--- config.mk ---
export PLATFORM = sky130hd
export DESIGN_NAME = alu_sequencer
export DESIGN_NICKNAME = d
export VERILOG_FILES = /design/src/rtl/alu_sequencer_pkg.sv /design/src/rtl/alu_sequencer_alu.sv /design/src/rtl/alu_sequencer.sv
export SDC_FILE = /design/constraint.sdc
export NUM_CORES = 1
export LEC_CHECK = 0
export CAP_MARGIN = 20
export CELL_PAD_IN_SITES_DETAIL_PLACEMENT = 1
export CELL_PAD_IN_SITES_GLOBAL_PLACEMENT = 2
export CORE_MARGIN = 3
export CORE_UTILIZATION = 41
export DETAILED_ROUTE_END_ITERATION = 8
export PLACE_DENSITY = 0.95
export SYNTH_ARGS = -nofsm -noshare
export SYNTH_HDL_FRONTEND = slang
export SYNTH_SLANG_ARGS = --single-unit
--- constraint.sdc ---
create_clock -name Clock -period 54.7 [get_ports Clock]
set_clock_uncertainty 0.1 [all_clocks]
set_input_delay 5.47 -clock Clock [delete_from_list [all_inputs] [get_ports Clock]]
set_output_delay 5.47 -clock Clock [all_outputs]
set_load 0.005 [all_outputs]
--- src/rtl/alu_sequencer_pkg.sv ---
// Shared ISA definitions for the ALU sequencer: widths, opcodes, flag layout, sequencer states.
// Codes 11..15 of eOperation are unassigned and complete as no-ops.
package InstructionSetPkg;

  localparam int DataWidth      = 16;
  localparam int ImmediateWidth = 8;
  localparam int MulDivLatency  = 4;

  typedef enum logic [3:0] {
    OP_ADC  = 4'd0,
    OP_SUB  = 4'd1,
    OP_ADDI = 4'd2,
    OP_AND  = 4'd3,
    OP_OR   = 4'd4,
    OP_XOR  = 4'd5,
    OP_MOVE = 4'd6,
    OP_MUL  = 4'd7,
    OP_MUH  = 4'd8,
    OP_DIV  = 4'd9,
    OP_MOD  = 4'd10
  } eOperation;

  typedef struct packed {
    logic Negative;
    logic Zero;
    logic Carry;
    logic Overflow;
  } sFlags;

  typedef enum logic [1:0] {
    IDLE = 2'd0,
    EXEC = 2'd1,
    WAIT = 2'd2,
    RESP = 2'd3
  } eSeqState;

  function automatic logic IsMulDiv(input eOperation op);
    return op inside {OP_MUL, OP_MUH, OP_DIV, OP_MOD};
  endfunction

  function automatic logic IsDivide(input eOperation op);
    return op inside {OP_DIV, OP_MOD};
  endfunction

endpackage

--- src/rtl/alu_sequencer_alu.sv ---
// Purely combinational ALU: Dest op Src (or Dest + sign-extended Imm), result and post-op flags.
// No state, no handshake; the sequencer decides when the outputs are captured.
module ArithmeticLogicUnit
  import InstructionSetPkg::*;
(
  input  eOperation                 Op,
  input  logic [DataWidth-1:0]      Src,
  input  logic [DataWidth-1:0]      Dest,
  input  logic [ImmediateWidth-1:0] Imm,
  input  sFlags                     InFlags,
  output logic [DataWidth-1:0]      OutDest,
  output sFlags                     OutFlags
);

  localparam int Msb = DataWidth - 1;

  logic [DataWidth-1:0]   imm_ext;
  logic [DataWidth-1:0]   operand_b;
  logic [DataWidth-1:0]   result;
  logic [DataWidth:0]     sum;
  logic [2*DataWidth-1:0] product;
  logic                   known;

  assign imm_ext   = {{(DataWidth-ImmediateWidth){Imm[ImmediateWidth-1]}}, Imm};
  assign operand_b = (Op == OP_ADDI) ? imm_ext : Src;
  assign product   = {{DataWidth{1'b0}}, Dest} * {{DataWidth{1'b0}}, Src};
  assign OutDest   = result;

  always_comb begin
    result   = '0;
    sum      = '0;
    known    = 1'b1;
    OutFlags = InFlags;
    case (Op)
      OP_ADC, OP_ADDI: begin
        sum = {1'b0, Dest} + {1'b0, operand_b}
            + {{DataWidth{1'b0}}, (Op == OP_ADC) && InFlags.Carry};
        result            = sum[Msb:0];
        OutFlags.Carry    = sum[DataWidth];
        OutFlags.Overflow = (Dest[Msb] == operand_b[Msb]) && (result[Msb] != Dest[Msb]);
      end
      OP_SUB: begin
        // Carry reports a borrow out of the subtraction.
        sum               = {1'b0, Dest} - {1'b0, Src};
        result            = sum[Msb:0];
        OutFlags.Carry    = sum[DataWidth];
        OutFlags.Overflow = (Dest[Msb] != Src[Msb]) && (result[Msb] != Dest[Msb]);
      end
      OP_AND:  result = Dest & Src;
      OP_OR:   result = Dest | Src;
      OP_XOR:  result = Dest ^ Src;
      OP_MOVE: result = Src;
      OP_MUL, OP_MUH, OP_DIV, OP_MOD: begin
        OutFlags.Carry    = 1'b0;
        OutFlags.Overflow = 1'b0;
        case (Op)
          OP_MUL:  result = product[Msb:0];
          OP_MUH:  result = product[2*DataWidth-1:DataWidth];
          OP_DIV:  result = (Src == '0) ? '0 : Dest / Src;
          default: result = (Src == '0) ? '0 : Dest % Src;
        endcase
      end
      default: known = 1'b0;
    endcase
    if (known) begin
      OutFlags.Negative = result[Msb];
      OutFlags.Zero     = (result == '0);
    end
  end

endmodule

--- src/rtl/alu_sequencer.sv ---
// Sequences one ALU op at a time: 1 cycle accept->RspValid, MulDivLatency cycles for MUL/MUH/DIV/MOD.
// New requests only in IDLE or on the response handshake edge; RESP holds until RspReady.
module alu_sequencer #(
  parameter int MulDivLatency = InstructionSetPkg::MulDivLatency
) (
  input  logic                                       Clock,
  input  logic                                       Reset,
  input  logic                                       ReqValid,
  output logic                                       ReqReady,
  input  InstructionSetPkg::eOperation               ReqOp,
  input  logic [InstructionSetPkg::DataWidth-1:0]      ReqSrc,
  input  logic [InstructionSetPkg::DataWidth-1:0]      ReqDest,
  input  logic [InstructionSetPkg::ImmediateWidth-1:0] ReqImm,
  output logic                                       RspValid,
  input  logic                                       RspReady,
  output logic [InstructionSetPkg::DataWidth-1:0]      RspDest,
  output InstructionSetPkg::sFlags                   RspFlags,
  output logic                                       RspError,
  input  logic                                       Flush,
  output InstructionSetPkg::sFlags                   Flags,
  output logic                                       Busy
);

  import InstructionSetPkg::*;

  eSeqState                  state;
  logic [3:0]                count;
  eOperation                 op_q;
  logic [DataWidth-1:0]      src_q;
  logic [DataWidth-1:0]      dest_q;
  logic [ImmediateWidth-1:0] imm_q;
  sFlags                     flags_q;
  logic [DataWidth-1:0]      alu_dest;
  sFlags                     alu_flags;
  logic                      accept;
  logic                      complete;
  logic                      div_zero;

  assign ReqReady = ((state == IDLE) || ((state == RESP) && RspReady)) && !Flush;
  assign accept   = ReqValid && ReqReady;
  assign complete = (state == EXEC) || ((state == WAIT) && (count == '0));
  assign div_zero = IsDivide(op_q) && (src_q == '0);
  assign Busy     = (state != IDLE);
  assign Flags    = flags_q;

  ArithmeticLogicUnit u_alu (
    .Op       (op_q),
    .Src      (src_q),
    .Dest     (dest_q),
    .Imm      (imm_q),
    .InFlags  (flags_q),
    .OutDest  (alu_dest),
    .OutFlags (alu_flags)
  );

  always_ff @(posedge Clock) begin
    if (Reset) begin
      state    <= IDLE;
      count    <= '0;
      op_q     <= OP_ADC;
      src_q    <= '0;
      dest_q   <= '0;
      imm_q    <= '0;
      flags_q  <= '0;
      RspValid <= 1'b0;
      RspDest  <= '0;
      RspFlags <= '0;
      RspError <= 1'b0;
    end else if (Flush) begin
      state    <= IDLE;
      count    <= '0;
      RspValid <= 1'b0;
    end else begin
      if (complete) begin
        state    <= RESP;
        RspValid <= 1'b1;
        if (div_zero) begin
          RspDest  <= '0;
          RspError <= 1'b1;
          RspFlags <= flags_q;
        end else begin
          RspDest  <= alu_dest;
          RspError <= 1'b0;
          RspFlags <= alu_flags;
          flags_q  <= alu_flags;
        end
      end else if (state == WAIT) begin
        count <= count - 4'd1;
      end

      if ((state == RESP) && RspReady) begin
        RspValid <= 1'b0;
        state    <= IDLE;
      end

      // Accept overrides the RESP->IDLE step so back-to-back ops lose no cycle.
      if (accept) begin
        op_q   <= ReqOp;
        src_q  <= ReqSrc;
        dest_q <= ReqDest;
        imm_q  <= ReqImm;
        if (IsMulDiv(ReqOp) && !(IsDivide(ReqOp) && (ReqSrc == '0))) begin
          state <= WAIT;
          count <= 4'(MulDivLatency - 1);
        end else begin
          state <= EXEC;
        end
      end
    end
  end

endmodule

# After elaboration in Yosys (flattened, before gate mapping)
# Cells that the tools add are included.
[classes]
addsub = 4
n_mul = 1
div_mod_pow = 2
eq_ne = 21
muxes = 17
bitwise = 5
reduce_logical = 35
[op_table]
columns = ["op", "n"]
rows = [
  ["$pmux 16 s7", 1],
  ["$mux 16", 4],
  ["$logic_not 16->1", 3],
  ["$pmux 16 s3", 1],
  ["$mul 16x16->32", 1],
  ["$eq 4x4->1 const B", 6],
  ["$eq 4x3->1 const B", 5],
  ["$add 16x16->17", 1],
  ["$add 17x1->17", 1],
  ["$sub 16x16->17", 1],
  ["$and 16x16->16", 1],
  ["$div 16x16->16", 1],
  ["$mod 16x16->16", 1],
  ["$mux 4", 4],
  ["$or 16x16->16", 1],
  ["$xor 16x16->16", 1],
  ["$reduce_or 11->1", 1],
  ["$logic_and 1x1->1", 10],
  ["$eq 4x2->1 const B", 2],
  ["$logic_not 4->1", 2],
  ["$mux 2", 4],
  ["$reduce_and 4->1", 2],
  ["$pmux 2 s3", 1],
  ["$reduce_bool 2->1", 3],
  ["17 further kinds", 27],
]
[totals]
ff_bits = 72
in_bits = 49
out_inout_bits = 28
elab_cells = 98

# Depth between registers and ports, before layout
# Gate-level depths: netlist of the first run.
[logic_depth]
ltp_word = 7
depth_mapped = 135
ltp_nobuf = 124

# Modules after synthesis
# A second synthesis of the first run with hierarchy kept.
[hier_totals]
hier_cells = 2945
hier_area_um2 = 22077.4
[modules_own_cells]
columns = ["mod", "instances", "cells_each", "area_each_um2", "seq_area_each_um2"]
rows = [
  ["ArithmeticLogicUnit", 1, 2628, 19281.0, 0.0],
  ["alu_sequencer", 1, 317, 2796.4, 1441.4],
]

# Least setup slack after synthesis of the first run
# OpenSTA, ideal clock, no wires.
[synth_path]
kind = "flip-flop to flip-flop"
startpoint = "register src_q[10]"
endpoint = "register flags_q (netlist bit Flags[2])"
setup_time_ps = 84
t_arrival_ps = 27325
required_ps = 54516
path_slack_ps = 27191
path_stages_with_launch = 125
path_buffers = 17
synth_period_minus_slack_ps = 27509
path_cell_list = "dfxtp_1 buf_6 or4_4 buf_6 nor4_4 a32oi_1 ha_1 o21a_1 o21ai_0 nor2_1 mux2_4 ha_1 o211ai_1 and2_1 a32o_1 o22a_1 ha_1 o21ai_0 [... 89 more ...] o21a_1 clkbuf_1 clkbuf_1 mux2_2 ha_1 o21ai_0 o21ai_0 a21oi_1 o31ai_1 clkbuf_1 nor2_1 nand2_1 a21oi_1 o21ai_0 and4b_1 and4_1 nand4b_1 o31ai_2"
[synth_between]
elab_chain_len = 5
[synth_lines]
columns = ["element", "line", "text"]
rows = [
  ["start: declaration", "alu_sequencer.sv:29", "logic [DataWidth-1:0] src_q;"],
  ["start signal: assignment", "alu_sequencer.sv:99", "src_q <= ReqSrc;"],
  ["$mod 16x16->16, or another cell as far along", "alu_sequencer_alu.sv:60", "default: result = (Src == '0) ? '0 : Dest % Src;"],
  ["$mux 16, or another cell as far along", "alu_sequencer_alu.sv:60", ""],
  ["$pmux 16 s3 / $add 17x1->17 (equally long branches)", "alu_sequencer_alu.sv:56, alu_sequencer_alu.sv:37", ""],
  ["$pmux 16 s7", "alu_sequencer_alu.sv:34", "case (Op)"],
  ["$logic_not 16->1", "alu_sequencer_alu.sv:67", "OutFlags.Zero = (result == '0);"],
  ["end signal: assignment", "alu_sequencer.sv:85", "flags_q <= alu_flags;"],
  ["end: declaration", "alu_sequencer.sv:32", "sFlags flags_q;"],
]
# Several ways; a longest one is shown, not always the timed one.
# A chain may end at the register's enable or synchronous reset.

# Worst setup path in the final report of the first run
[layout_path]
startpoint = "register src_q[8]"
endpoint = "register flags_q (netlist bit Flags[2])"
# The elaborated chain is that of the path after synthesis.

==> results of run 1 <==
state kept, by name, summed over array words and instances (netlist names), 2 cells and up:
signal and cells:
count 4, RspDest 16, Flags 4, src_q 16, op_q 4, dest_q 16
state 2, imm_q 8
cell type report:
type | count | area, sq um | share of cell area (%)
diodes | 1 | 2.50 | 0.0105
multi-input cells | 2454 | 18900 | 79.1
inverters | 311 | 1170 | 4.88
repair buffers | 139 | 1230 | 5.13
clock buffers | 9 | 225 | 0.941
clock inverters | 7 | 82.6 | 0.345
flip-flops and latches | 72 | 1440 | 6.02
well taps | 688 | 861 | 3.60
metal layers:
| layer | up-vias | wire, um | global-route usage [%] |
|---|---|---|---|
| met2 | 1082 | 42900 | 54.2 |
| li1 | 10355 | - | - |
| met4 | 2 | 5270 | 15.6 |
| met5 | - | 11 | 0 |
| met1 | 11673 | 40200 | 44.3 |
| met3 | 293 | 9430 | 7.25 |
cell families (layout without fill, tap and decap cells):
| group | count (synthesis) | after routing | share of synthesized area (%) |
|---|---|---|---|
| compound gates | 775 | 775 | 23.3 |
| other cells | 0 | 1 | 0 |
| xor+xnor | 121 | 121 | 4.80 |
| buf+inv | 446 | 466 | 7.81 |
| fa+ha+maj | 506 | 506 | 35.4 |
| simple gates | 1028 | 1028 | 21.0 |
| mux | 24 | 24 | 1.16 |
| flops | 72 | 72 | 6.53 |
layout by cell type, fill, tap and decap left out, types with 32 or more instances in the layout:
| master | netlist | final |
|---|---|---|
| nor3_1 | 74 | 72 |
| a21oi_1 | 215 | 215 |
| o211ai_1 | 37 | 37 |
| nand2b_1 | 32 | 32 |
| nand3_1 | 65 | 65 |
| ha_1 | 308 | 308 |
| dfxtp_1 | 72 | 72 |
| nand2_1 | 423 | 423 |
| nor2_1 | 276 | 275 |
| o21a_1 | 44 | 44 |
| buf_4 | 5 | 63 |
| fa_1 | 198 | 198 |
| xor2_1 | 48 | 48 |
| o21ai_0 | 131 | 130 |
| inv_1 | 305 | 305 |
| a21o_1 | 41 | 41 |
| xnor2_1 | 73 | 73 |
| clkdlybuf4s50_1 | 0 | 75 |
| a211oi_1 | 43 | 43 |
stage by stage:
step	setup WS, ps	hold WS [ps]
floorplan	27190	337
CTS	21880	362
detailed placement	22010	353
global placement	23480	344
finish	21060	361
global route	18940	387
critical path: cells and delay by family (launching register included):
| kind | cells | cell delay [ps] |
|---|---|---|
| compound gates | 58 | 16900 |
| simple gates | 31 | 7940 |
| fa+ha+maj | 15 | 5280 |
| mux | 4 | 1590 |
| buf+inv | 6 | 1080 |
| flops | 1 | 620 |
worst paths after layout:
check | end | cells after the start | from | slack [ps]
worst min register to register | imm_q[4] | 2 | imm_q[4] | 360
worst max register to register | Flags[2] | 114 | src_q[8] | 21060
worst max-delay path | Flags[2] | 114 | src_q[8] | 21060
worst min-delay path | imm_q[4] | 2 | imm_q[4] | 360
==> results by group, run 1 <==
Final layout
  – Ratio of cells with drive above 1 in the final layout: 4.71%
  – Final Non-Filler Cells: 3,681
  – Fillers: 6,613
  – Area delta synth->final: 8.44%
  – Post-layout instance area: 23,900 sq um
  – Nets: 3,542
  – Final core occ: 45.3%

Route
  – Final WL: 97.8 mm
  – 1st-iter DRT viols: 2,248
  – DRT Pass-1 Iters: 6
  – Drc violations: 0
  – Via count: 23,405
  – Vias per cell: 6.36
  – DR WL/cell: 26.6 um
  – Antenna-violating nets left: 0

Floorplan
  – Die height: 238 um
  – DIE AREA: 56,700 sq um
  – Initial Utilization: 41.7%
  – Die Wd: 238 um
  – IO Pins: 77
  – Core Area: 52,900 sq um
  – FP Rows: 84

Worst setup path
  – Critical path class: flip-flop to flip-flop
  – Worst path required time: 54,870 ps
  – Worst-path maximum fanout: 18
  – Crit-path most repeated cell: ha_1
  – Worst path slowest cell: or4_1
  – Setup crit end kind: flip-flop
  – Max incr delay on CP: 840 ps
  – WP data arrival: 33,810 ps
  – Critical path launch point type: flip-flop

Yosys
  – Cell taking the most area after synthesis: fa_1
  – Most area-consuming cells after synthesis: fa_1 (18%), ha_1 (17%), nand2_1 (7.2%), dfxtp_1 (6.5%), inv_1 (5.2%)
  – Synth Net Count: 3,527
  – Post-Syn Area: 22,100 sq um
  – EDFF count, synth: 0
  – Top FF cell, synth: dfxtp_1
  – Yosys Warn Count: 0
  – Mean Syn Cell Area: 7.43 sq um
  – Synthesized instance count: 2,972
  – Register area share after synthesis: 6.53%
  – Top cell type's share of synthesized area: 18.0%
  – Commonest cells post-synth: nand2_1 (423), ha_1 (308), inv_1 (305)
  – Distinct cell type count after synthesis: 90
  – Fraction of registers with async set/reset: 0%
  – Yosys reg bits: 72
  – Dominant cell by count in the synthesized netlist: nand2_1

Clocking
  – Clock Tree Buf Depth: 2
  – TritonCTS clock tree: built
  – Number of H-tree levels: 3
  – Post-CTS sizing: 0
  – Post-CTS Setup Repair Bufs: 0
  – CTS Root Cell: clkbuf_16
  – Cts bufs inserted: 9
  – # hold bufs at CTS: 0
  – Worst-Skew Late Latency: 370 ps
  – Worst-path clk slew: 70 ps
  – Clk sinks: 72

Hold path
  – Type of the worst min-delay path: flip-flop to flip-flop

Timing
  – TNS Setup: 0 ps
  – Max_slew headroom: 36.9%
  – Fin crit share: 61.5%
  – Max Freq: 29.7 MHz
  – Final hold viol count: 0
  – RSZ-0062 raised after global routing: false
  – Final critical-path required period: 33,640 ps
  – Worst-Margin Slew: 945 ps
  – Max-slew violation count: 0
  – Final setup viols: 0

Global route
  – Global route total overflow: 0
  – Global Route Usage Sum: 34.0%
  – Largest net degree at the start of global routing: 69
  – Vias in the first global route: 24,316
  – Initial antenna violation count: 1
  – First-pass GRT wire length: 148 mm

Run
  – Max Cap Viol: 0

Place
  – Cell Area, Placed: 23,600 sq um
  – Detail Placement HPWL: 76.8 mm
  – Placed insts: 3,664
  – IO Port Bufs: 76
  – Routability cong.: 1.03

Status
  – Status: finished clean
Power of run 1 is left out: the tool's default activity adds up to more than one toggle a clock period on the data nets, which glitch-free logic cannot reach.
==> inputs of run 2 (changes only) <==
- CORE_UTILIZATION: 41 -> 35
- PLACE_DENSITY: 0.95 -> 0.88
- clock period: 54.7 -> 30.2 ns (I/O delays scaled with it)
==> run 2 against run 1 <==
Final area is 3.5% higher; first-iteration DRC count is 11% lower; die area is 17% higher; non-clock buffer count rose by 50; global-route usage shrank 3.3 points; critical path depth is 1 higher; register-to-register slack worse by 20000 ps; utilization shrank 5.3 points; sequential share of layout area shrank 0.21 points; via count increased by 0.53%; routed wire length rose by 6.1%; critical endpoint unchanged; highest routed layer unchanged.
==> results by group, run 2 (synthesis results as in run 1) <==
Global route
  – Largest net degree at the start of global routing: 69 (unchanged)
  – Global Route Usage Sum: 30.7% (was 34.0%)
  – Initial antenna violation count: 5 (was 1)
  – Vias in the first global route: 24,673 (was 24,316)
  – First-pass GRT wire length: 155 mm (was 148 mm)
  – Global route total overflow: 0 (unchanged)

Floorplan
  – FP Rows: 91 (was 84)
  – DIE AREA: 66,100 sq um (was 56,700 sq um)
  – Die height: 257 um (was 238 um)
  – Die Wd: 257 um (was 238 um)
  – IO Pins: 77 (unchanged)
  – Initial Utilization: 35.6% (was 41.7%)
  – Core Area: 62,100 sq um (was 52,900 sq um)

Worst setup path
  – Critical path class: flip-flop to flip-flop (unchanged)
  – Worst path slowest cell: or4_4 (was or4_1)
  – Setup crit end kind: flip-flop (unchanged)
  – Worst path required time: 30,340 ps (was 54,870 ps)
  – Delay-heaviest family, CP: compound AO/OA/AOI/OAI gates (unchanged)
  – Worst-path maximum fanout: 15 (was 18)
  – Max incr delay on CP: 690 ps (was 840 ps)
  – WP data arrival: 29,060 ps (was 33,810 ps)
  – Critical path launch point type: flip-flop (unchanged)
  – Crit-path most repeated cell: ha_1 (unchanged)
  – WP buf/inv: 4 (was 6)

Route
  – 1st-iter DRT viols: 2,002 (was 2,248)
  – Metal-1 WL: 44.3 mm (was 40.2 mm)
  – DRT Pass-1 Iters: 5 (was 6)
  – Antenna-violating nets left: 0 (unchanged)
  – Drc violations: 0 (unchanged)
  – Vias per cell: 6.06 (was 6.36)
  – Via count: 23,529 (was 23,405)
  – Uppermost layer routed: met5 (unchanged)
  – DR WL/cell: 26.8 um (was 26.6 um)
  – Met2 WL: 46.5 mm (was 42.9 mm)
  – Met3 WL post-DR: 7.65 mm (was 9.43 mm)
  – Final WL: 104 mm (was 97.8 mm)

Final layout
  – Final core occ: 39.9% (was 45.3%)
  – Ratio of cells with drive above 1 in the final layout: 8.02% (was 4.71%)
  – Most frequent cells in the layout: nand2_1 (422), ha_1 (308), inv_1 (305) (was nand2_1 (423), ha_1 (308), inv_1 (305))
  – Commonest non-fill, non-tap cell in the layout: nand2_1 (unchanged)
  – Post-layout instance area: 24,800 sq um (was 23,900 sq um)
  – Regs by FF count: RspDest: 16 flops, dest_q: 16 flops, src_q: 16 flops (unchanged)
  – Nets: 3,592 (was 3,542)
  – Area delta synth->final: 12.3% (was 8.44%)

Run
  – Max Cap Viol: 0 (unchanged)

Timing
  – Final setup viols: 0 (unchanged)
  – Max_slew headroom: 30.9% (was 36.9%)
  – Final hold viol count: 0 (unchanged)
  – Fin Hold WS: 355 ps (was 361 ps)
  – Final worst slack: 1280 ps (was 21,060 ps)
  – Worst-Margin Slew: 1030 ps (was 945 ps)
  – Max Freq: 34.6 MHz (was 29.7 MHz)
  – Fin crit share: 95.8% (was 61.5%)
  – Final critical-path required period: 28,920 ps (was 33,640 ps)
  – Max-slew violation count: 0 (unchanged)

Hold path
  – Type of the worst min-delay path: flip-flop to flip-flop (unchanged)

Clocking
  – # hold bufs at CTS: 0 (unchanged)
  – Number of H-tree levels: 3 (unchanged)
  – TritonCTS clock tree: built (unchanged)
  – Worst-Skew Late Latency: 370 ps (about the same)
  – Clock Tree Buf Depth: 2 (unchanged)
  – CTS Root Cell: clkbuf_16 (unchanged)
  – Cts bufs inserted: 9 (unchanged)
  – Clk sinks: 72 (unchanged)
  – Worst-path clk slew: 70 ps (about the same)

Place
  – IO Port Bufs: 76 (unchanged)
  – Pre-CTS WS: -1300 ps (was 22,010 ps)
  – Cell Area, Placed: 24,100 sq um (was 23,600 sq um)
  – Detail Placement HPWL: 81.6 mm (was 76.8 mm)
  – Routability cong.: 0.993 (was 1.03)

Status
  – Status: finished clean (unchanged)
## run 2: cell types whose count changed in the layout (fill, tap and decap cells not counted), moves of 4 or more
| cell | change |
|---|---|
| a21oi_2 | +10 |
| o21ai_1 | +8 |
| a221oi_2 | +4 |
| buf_4 | +49 |
| a21oi_1 | -11 |
| o21ai_0 | -10 |
| a221oi_1 | -4 |
## run 2: stage by stage
stage	setup TNS (ps)	instances
finish	0	3880
global route	-206	3879
CTS	0	3873
detailed placement	-13200	3854
global placement	-782	3853
floorplan	0	2972
## run 2: layout make-up
cell class,count,area [sq um]
fill,7688,37300
multi-input combinational,2454,19200
timing repair buffer,189,1600
clock buffer,9,225
inverter,311,1170
antenna,1,2.50
clock inverter,7,86.3
tap,837,1050
sequential,72,1440
## run 2: timing repair
item                       CTS  global route
hold endpoints to repair     0             0
pin swaps                    1             9
resized for setup           12            65
setup endpoints to repair   18            18
buffers inserted             3             6
## run 2: final timing paths
path | from | endpoint | slack, ps | depth (start not counted)
min reg2reg | dest_q[9] | dest_q[9] | 350 | 2
max reg2reg | src_q[10] | Flags[2] | 1280 | 115
min | dest_q[9] | dest_q[9] | 350 | 2
max | src_q[10] | Flags[2] | 1280 | 115
## run 2: tightest hold or removal path, cell delays in order (launching register included)
cell     delay (ps)
dfxtp_1         310
nand2_1          50
a21oi_1          50
## run 2: layer usage
layer | vias to the layer above | global-route usage, %
li1 | 10468 | -
met1 | 11842 | 40.9
met2 | 978 | 49.7
met3 | 239 | 3.97
met4 | 2 | 13.2
met5 | - | 0
Power of run 2 is left out for the same reason.
